**src/rtl/wb_port_arbiter.sv**
```systemverilog
// ============================================================================
// Module      : wb_port_arbiter
// Description : Register-file write-port arbiter between the scalar mem-stage
//               result and the non-stallable vector final-stage result.
// Revision    : 1.0 - initial release
// ============================================================================
`default_nettype none

module wb_port_arbiter #(
  parameter int DATA_W     = 32,
  parameter int BUF_DEPTH  = 2,
  parameter int STARVE_MAX = 4
) (
  input  logic                               clk,
  input  logic                               rst,
  input  logic                               s_valid,
  input  logic [4:0]                         s_dest,
  input  logic [DATA_W-1:0]                  s_data,
  output logic                               s_ready,
  input  logic                               v_valid,
  input  logic [4:0]                         v_dest,
  input  logic [DATA_W-1:0]                  v_data,
  input  logic                               v_newer,
  output logic                               wr_en,
  output logic [4:0]                         wr_dest,
  output logic [DATA_W-1:0]                  wr_data,
  output logic [31:0]                        pending_mask,
  output logic [$clog2(BUF_DEPTH+1)-1:0]     buf_count
);

  localparam int CNT_W = $clog2(BUF_DEPTH + 1);
  localparam int PTR_W = (BUF_DEPTH > 1) ? $clog2(BUF_DEPTH) : 1;
  localparam int STV_W = $clog2(STARVE_MAX + 1);

  localparam logic [CNT_W-1:0] c_depth      = CNT_W'(BUF_DEPTH);
  localparam logic [PTR_W-1:0] c_last_ptr   = PTR_W'(BUF_DEPTH - 1);
  localparam logic [STV_W-1:0] c_starve_max = STV_W'(STARVE_MAX);

  logic [PTR_W-1:0]  head_q, head_d;
  logic [PTR_W-1:0]  tail_q, tail_d;
  logic [CNT_W-1:0]  count_q, count_d;
  logic [STV_W-1:0]  starve_q, starve_d;
  logic [BUF_DEPTH-1:0] vld_q, vld_d;
  logic              wr_en_q, wr_en_d;
  logic [4:0]        wr_dest_q, wr_dest_d;
  logic [DATA_W-1:0] wr_data_q, wr_data_d;

  logic [4:0]        buf_dest_q [BUF_DEPTH];
  logic [DATA_W-1:0] buf_data_q [BUF_DEPTH];

  logic buf_empty;
  logic buf_full;
  logic conflict;
  logic override;
  logic push;
  logic pop;

  function automatic logic [PTR_W-1:0] ptr_inc(input logic [PTR_W-1:0] p);
    return (p == c_last_ptr) ? '0 : p + PTR_W'(1);
  endfunction

  always_comb begin
    pending_mask = '0;
    for (int i = 0; i < BUF_DEPTH; i++) begin
      if (vld_q[i]) pending_mask[buf_dest_q[i]] = 1'b1;
    end
  end

  assign buf_empty = (count_q == '0);
  assign buf_full  = (count_q == c_depth);
  // An older concurrent vector write to the same register must land first.
  assign conflict  = v_valid & ~v_newer & (v_dest == s_dest);
  assign override  = s_valid & (starve_q >= c_starve_max) & ~buf_full &
                     ~pending_mask[s_dest] & ~conflict;

  always_comb begin
    s_ready   = 1'b0;
    push      = 1'b0;
    pop       = 1'b0;
    wr_en_d   = 1'b0;
    wr_dest_d = wr_dest_q;
    wr_data_d = wr_data_q;
    if (override) begin
      s_ready   = 1'b1;
      wr_en_d   = 1'b1;
      wr_dest_d = s_dest;
      wr_data_d = s_data;
      push      = v_valid;
    end else if (!buf_empty) begin
      wr_en_d   = 1'b1;
      wr_dest_d = buf_dest_q[head_q];
      wr_data_d = buf_data_q[head_q];
      pop       = 1'b1;
      push      = v_valid;
    end else if (v_valid && (!s_valid || !v_newer)) begin
      wr_en_d   = 1'b1;
      wr_dest_d = v_dest;
      wr_data_d = v_data;
    end else if (s_valid) begin
      s_ready   = 1'b1;
      wr_en_d   = 1'b1;
      wr_dest_d = s_dest;
      wr_data_d = s_data;
      push      = v_valid;
    end
  end

  always_comb begin
    head_d = pop  ? ptr_inc(head_q) : head_q;
    tail_d = push ? ptr_inc(tail_q) : tail_q;
    case ({push, pop})
      2'b10:   count_d = count_q + CNT_W'(1);
      2'b01:   count_d = count_q - CNT_W'(1);
      default: count_d = count_q;
    endcase
    // Clear before set: when full, a pop and push share the same slot.
    vld_d = vld_q;
    if (pop)  vld_d[head_q] = 1'b0;
    if (push) vld_d[tail_q] = 1'b1;
    if (!s_valid || s_ready)
      starve_d = '0;
    else if (starve_q == c_starve_max)
      starve_d = starve_q;
    else
      starve_d = starve_q + STV_W'(1);
  end

  always_ff @(posedge clk or posedge rst) begin
    if (rst) begin
      head_q    <= '0;
      tail_q    <= '0;
      count_q   <= '0;
      starve_q  <= '0;
      vld_q     <= '0;
      wr_en_q   <= 1'b0;
      wr_dest_q <= '0;
      wr_data_q <= '0;
    end else begin
      head_q    <= head_d;
      tail_q    <= tail_d;
      count_q   <= count_d;
      starve_q  <= starve_d;
      vld_q     <= vld_d;
      wr_en_q   <= wr_en_d;
      wr_dest_q <= wr_dest_d;
      wr_data_q <= wr_data_d;
    end
  end

  // Payload storage needs no reset; occupancy is tracked by vld_q.
  always_ff @(posedge clk) begin
    if (push) begin
      buf_dest_q[tail_q] <= v_dest;
      buf_data_q[tail_q] <= v_data;
    end
  end

  assign wr_en     = wr_en_q;
  assign wr_dest   = wr_dest_q;
  assign wr_data   = wr_data_q;
  assign buf_count = count_q;

endmodule

`default_nettype wire

```
**config.mk**
```make
export PLATFORM = sky130hd
export DESIGN_NAME = wb_port_arbiter
export DESIGN_NICKNAME = d
export VERILOG_FILES = /design/src/rtl/wb_port_arbiter.sv
export SDC_FILE = /design/constraint.sdc
export NUM_CORES = 1
export LEC_CHECK = 0
export CAP_MARGIN = 5
export CORE_MARGIN = 4
export CORE_UTILIZATION = 40
export DETAILED_ROUTE_END_ITERATION = 16
export GPL_TIMING_DRIVEN = 0
export PLACE_DENSITY_LB_ADDON = 0.1
export SLEW_MARGIN = 30
export SYNTH_ARGS = -nofsm -noshare
export SYNTH_HDL_FRONTEND = slang
export SYNTH_SLANG_ARGS = --single-unit
```
**constraint.sdc**
```tcl
create_clock -name clk -period 4.9 [get_ports clk]
set_clock_uncertainty 0.2 [all_clocks]
set_input_delay 0.98 -clock clk [delete_from_list [all_inputs] [get_ports clk]]
set_output_delay 0.98 -clock clk [all_outputs]
set_load 0.02 [all_outputs]
```
=== After elaboration in Yosys (flattened, before gate mapping) ===
Memory sizes are Yosys's and may differ from the RTL's.
Cells that the tools add are included.

* Memory bits (writable): 74
* Input bits: 79
* Logic and storage cells: 99
* Memories kept: 2
* Output and inout bits: 73
* Bits in registers: 47

* Order comparisons: 10
* $add $sub $neg: 5
* Reductions and logical operators: 11
* Mux-type cells: 42
* Bitwise gates (word level): 14
* Equality and inequality tests: 7

{| class="wikitable"
|+ Memory list
! name !! words !! bits a word !! rd ports !! clocked after Yosys merged registers in !! wr ports !! line !! source
|-
| buf_data_q || 2 || 32 || 1 || 0 || 1 || 49 || <nowiki>logic [DATA_W-1:0] buf_data_q [BUF_DEPTH];</nowiki>
|-
| buf_dest_q || 2 || 5 || 3 || 0 || 1 || 48 || <nowiki>logic [4:0] buf_dest_q [BUF_DEPTH];</nowiki>
|}

{| class="wikitable"
|+ Operators by type and width
! kind !! count
|-
| two-way mux 32 bit || 6
|-
| bitwise OR 32 bit || 1
|-
| two-way mux 1 bit || 22
|-
| two-way mux 5 bit || 4
|-
| less-than comparator 5 x 6 -> 1 bit (second input constant) || 3
|-
| demux 1 bit (select 5 bit) || 2
|-
| >= comparator 5 x 1 -> 1 bit (second input constant) || 2
|-
| AND 1 bit || 6
|-
| two-way mux 3 bit || 2
|-
| binary-select mux 1 bit (select 5 bit) || 1
|-
| equality test 5 bit || 1
|-
| logical AND 1 bit || 5
|-
| equality test 2 bit (second input constant) || 2
|-
| less-than comparator 1 x 2 -> 1 bit (second input constant) || 2
|-
| two-way mux 2 bit || 2
|-
| inequality test 4 x 2 -> 1 bit (second input constant) || 1
|-
| NOT 1 bit || 4
|-
| one-hot mux 2 bit (2 select lines) || 1
|-
| adder 3 x 1 -> 3 bit (second input constant) || 1
|-
| equality test 3 bit (second input constant) || 1
|-
| >= comparator 3 bit (second input constant) || 1
|-
| adder 1 bit (second input constant) || 2
|-
| adder 2 x 1 -> 2 bit (second input constant) || 1
|-
| AND 2 bit || 1
|-
| 11 further kinds || 15
|}

=== Longest topological paths before layout ===
* Depth after elaboration: 16
* Gate-level depth with buffers: 11
* Depth with buffers taken out: 10

=== Worst setup path after synthesis ===
Ideal clock, no wire load.

* Kind: input to register
* From: input port s_dest[1]
* To: memory buf_data_q[0][0], enable pin
* Setup slack: 0.273 ns
* Data required time: 4.269 ns
* Arrival: 3.996 ns
* Path buffers: 2
* Stages on the path: 8
* Setup time: 0.431 ns
* Cells stage by stage: clkbuf_1 -> clkbuf_1 -> nor2_1 -> a21oi_1 -> nand4_1 -> o2bb2ai_1 -> o31ai_2 -> nor2_1

* Word-level cells in the longest chain between the ends: 8
* Elaborated cells on any way between the ends: 11
* Classes of those cells: 1 x eq/ne; 5 x mux; 5 x bitwise

{| class="wikitable"
|+ RTL lines
! item !! line !! source
|-
| start, declared || 17 || <nowiki>input logic [4:0] s_dest,</nowiki>
|-
| binary-select mux 1 bit (select 5 bit) || 74 || <nowiki>~pending_mask[s_dest] & ~conflict;</nowiki>
|-
| two-way mux 1 bit (not written as such) || 74 ||
|-
| NOT 1 bit || 74 ||
|-
| AND 1 bit || 73 || <nowiki>assign override = s_valid & (starve_q >= c_starve_max) & ~buf_full &</nowiki>
|-
| AND 1 bit (*) || 74 ||
|-
| two-way mux 1 bit (*) || 83 || <nowiki>if (override) begin</nowiki>
|-
| two-way mux 1 bit (*) || 152 || <nowiki>if (push) begin</nowiki>
|-
| two-way mux 1 bit (not written as such) (*) || 154 || <nowiki>buf_data_q[tail_q] <= v_data;</nowiki>
|-
| end, declared || 49 ||
|}

Mark *: on every way between the ends. The rest lies on a longest branch, timed or not. The select of a mux whose other input is x is not followed.

=== Final worst setup path ===
* From: input port s_dest[2]
* To: output port s_ready

* Word-level cells in the longest chain between the ends: 6
* Elaborated cells on any way between the ends: 9
* Classes of those cells: 1 x eq/ne; 3 x mux; 5 x bitwise

{| class="wikitable"
|+ RTL lines
! item !! line !! source
|-
| binary-select mux 1 bit (select 5 bit) || 74 ||
|-
| two-way mux 1 bit (not written as such) || 74 ||
|-
| NOT 1 bit || 74 ||
|-
| AND 1 bit || 73 ||
|-
| AND 1 bit (*) || 74 ||
|-
| two-way mux 1 bit (*) || 83 ||
|-
| end, declared || 19 || <nowiki>output logic s_ready,</nowiki>
|}

Marked as above.

==> impl_metrics.py <==
metrics = {
    "setup_path": {
        "cp_max_fo": 10,
        "timing_worst_setup_path_type": "in -> out",
        "setup.worst_path.start_class": "primary input",
        "r2r_setup_slack_ns": 1.16,
        "cp.arrival_ns": 3.59,
        "worst-r2r-cell-count": 11,
        "worstSetupEndpointType": "primary output",
        "worst-endpoint-required_ns": 3.72,
    },
    "sta": {
        "timing.final.crit_period_ns": 4.77,
        "achievable-frequency_ghz": 0.210,
        "slew_viol_final": 0,
        "worst-slew-pin-transition_ns": 0.866,
        "setup_viol": 0,
        "grt_setup_unrepaired": "false",
        "final_min_period_over_clock_period_pct": 97.4,
        "slew-limit-headroom_pct": 42.3,
        "postLayoutSetupSlackWorst_ns": 0.127,
        "finalHoldViolCount": 0,
    },
    "layout": {
        "multi_input_gate_area_um2": 2800,
        "num-fill-cells": 1348,
        "layout_commonest_cell": "sky130_fd_sc_hd__clkdlybuf4s50_1",
        "n_antenna_cell": 0,
        "seq_area_um2": 3400,
        "num-nets-final": 815,
        "postLayoutCoreUtil_pct": 56.5,
        "drive_gt1_share_pct": 9.25,
        "final_cell_mix": "sky130_fd_sc_hd__clkdlybuf4s50_1 (148), sky130_fd_sc_hd__edfxtp_1 (74), sky130_fd_sc_hd__dfrtp_1 (47)",
        "synthesis_to_finish_area_growth_pct": 39.3,
        "instances_no_fill": 962,
    },
    "route": {
        "drt_first_iter_violations": 400,
        "drt_pass1_iterations": 5,
        "via_density_per_instance": 5.83,
        "drtAntennaViolNets": 0,
        "post-route-drc-count": 0,
        "finalWirelength_um": 20600,
        "detailroute.via_count": 5605,
        "avgRoutedWirePerCell_um": 21.4,
    },
    "cts": {
        "clock-root-buffer": "sky130_fd_sc_hd__clkbuf_16",
        "cts_tree": "yes",
        "cts-buffers-inserted": 17,
        "clock_latency_on_the_worst_skew_pair_ns": 0.41,
        "cts_sinks": 121,
        "hold_buffers": 0,
        "deepest_clock_path_buffer_count": 2,
        "clk_transition_reported_paths_ns": 0.05,
        "htree_levels": 4,
    },
    "pwr": {
        "finalPower_mw": 5.03,
        "leakagePower_nw": 3.18,
        "ir_drop_mv": 0.367,
        "power.density_cell_area_nw_per_um2": 562,
    },
    "min_path": {
        "hold_path_depth": 1,
        "worst_hold_path_type": "reg -> reg",
    },
    "global_routing": {
        "top_usage_layer": "met2",
        "global_route.usage.met3_pct": 4.55,
        "grt_start_max_net_pins": 30,
        "grt_use_met2_pct": 36.7,
        "overall_global_routing_resource_usage_pct": 22.7,
        "grt_pass1_vias": 5732,
        "grt_antenna_before_repair": 0,
        "global_route_wire_length_before_repair_um": 32000,
        "grt.overflow.total": 0,
        "use_met1_pct": 30.7,
    },
    "yosys": {
        "synth.avg_cell_area_um2": 11.5,
        "netlist_instances": 557,
        "synthFlopType": "sky130_fd_sc_hd__edfxtp_1",
        "synth_enable_flop_cells": 74,
        "post_synth_main_area_contributors": "sky130_fd_sc_hd__edfxtp_1 (35%), sky130_fd_sc_hd__dfrtp_1 (18%), sky130_fd_sc_hd__mux2i_1 (5.9%)",
        "ys_async_sr_fraction_pct": 38.8,
        "synth.net_count": 639,
        "yosysSeqAreaShare_pct": 52.9,
        "synth.yosys.warnings": 0,
        "post_synth_instance_area_um2": 6420,
        "post-synth-top-area-cell": "sky130_fd_sc_hd__edfxtp_1",
        "ys_ff_latch": 121,
        "yosys.area.top_type_share_pct": 34.6,
        "yosys.cell_types.count": 51,
    },
    "floorplan": {
        "die-area_um2": 18100,
        "std_cell_rows": 46,
        "die_outline_height_um": 135,
        "fp.coreArea_um2": 15800,
        "ios": 152,
        "initial_utilization_pct": 40.6,
        "fp.dieW_um": 135,
    },
    "run": {
        "max-cap-violations": 0,
    },
    "placed_design": {
        "io_buffer_count": 150,
        "placed_insts": 928,
        "routabilityCongestion": 0.913,
        "pre_cts_ws_ns": -0.700,
        "post-dp-hpwl_um": 14800,
    },
    "run_status": {
        "status": "completed",
    },
}
[through the flow]
stage | TNS (ns) | cell area, um^2 | hold slack, ns
global placement | -145.84 | 8190 | 0.304
detailed placement | -0.700 | 8340 | 0.350
CTS | 0 | 8950 | 0.357
global route | 0 | 8950 | 0.389
finish | 0 | 8950 | 0.358
floorplan | 0 | 6420 | 0.283
[flip-flops by register name, indices dropped and copies added (netlist names)]
name and cells:
wr_dest 5, wr_en 1, head_q 1, wr_data 32, vld_q 2, buf_count 2
buf_data_q 64, starve_q 3, buf_dest_q 10, tail_q 1
[repair_timing]
action / in CTS / in global routing
endpoints found under the setup margin: 1 / 0
buffers inserted: 2 / 0
resized for setup: 12 / 0
[synthesized netlist by cell type, types with 4 or more instances]
cell	count
sky130_fd_sc_hd__and2_1	37
sky130_fd_sc_hd__a211oi_1	39
sky130_fd_sc_hd__nand4b_1	6
sky130_fd_sc_hd__o221ai_1	4
sky130_fd_sc_hd__nand2b_1	10
sky130_fd_sc_hd__o32a_1	4
sky130_fd_sc_hd__dfrtp_1	47
sky130_fd_sc_hd__nand4_1	9
sky130_fd_sc_hd__nor2_1	12
sky130_fd_sc_hd__a221o_1	36
sky130_fd_sc_hd__nor2b_1	38
sky130_fd_sc_hd__nand2_1	13
sky130_fd_sc_hd__nor3_1	6
sky130_fd_sc_hd__nand3_1	5
sky130_fd_sc_hd__xor2_1	7
sky130_fd_sc_hd__clkbuf_1	39
sky130_fd_sc_hd__inv_1	6
sky130_fd_sc_hd__edfxtp_1	74
sky130_fd_sc_hd__a21oi_1	40
sky130_fd_sc_hd__o21ai_0	4
sky130_fd_sc_hd__o22ai_1	32
sky130_fd_sc_hd__buf_2	4
sky130_fd_sc_hd__buf_6	5
sky130_fd_sc_hd__xnor2_1	4
sky130_fd_sc_hd__mux2i_1	38
[routing by layer]
metal	share of wire, %	up-vias
met2	47	266
met5	0	-
met3	7.0	28
li1	-	2543
met1	44	2768
met4	1.5	0
[report_power, final]
group / leakage [nW] / switching [mW] / internal (mW)
clock network: 0.267 / 0.470 / 0.714
logic: 1.67 / 1.22 / 0.997
registers: 1.24 / 0.172 / 1.45
total: 3.18 / 1.86 / 3.16
[final timing paths]
| check | from | to |
|---|---|---|
| max | s_dest[2] | s_ready |
| min | buf_count[1] | buf_count[1] |
| max reg2reg | buf_dest_q[1][3] | buf_data_q[0][4] |
| min reg2reg | buf_count[1] | buf_count[1] |
| max in group asynchronous | rst | wr_dest[0] |
| min in group asynchronous | rst | wr_data[13] |
[final cells by class]
cell class / count / share of cell area [%]
Inverter: 6 / 0.280
Buffer: 49 / 2.75
Sequential cell: 121 / 38.0
Clock buffer: 19 / 4.95
Tap cell: 216 / 3.02
Multi-Input combinational cell: 381 / 31.3
Timing Repair Buffer: 157 / 18.4
Clock inverter: 13 / 1.33
[cell families after synthesis]
logic type | Yosys count | synth area share (%)
xor+xnor | 11 | 1.50
flops | 121 | 52.9
compound gates | 173 | 19.9
mux | 38 | 5.92
simple gates | 156 | 15.2
buf+inv | 55 | 3.94
fa+ha+maj | 3 | 0.585
[critical path: stages]
cell and delay, ns:
sky130_fd_sc_hd__clkdlybuf4s50_1 0.56, sky130_fd_sc_hd__xor2_1 0.23, sky130_fd_sc_hd__nor4_2 0.31, sky130_fd_sc_hd__a21oi_2 0.14
sky130_fd_sc_hd__o311ai_1 0.15, sky130_fd_sc_hd__o2bb2ai_2 0.16, sky130_fd_sc_hd__or2_1 0.26, sky130_fd_sc_hd__buf_6 0.14
sky130_fd_sc_hd__buf_6 0.14, sky130_fd_sc_hd__a31o_2 0.21, sky130_fd_sc_hd__dlygate4sd2_1 0.31
No activity file was read; power rests on OpenSTA's default activity.
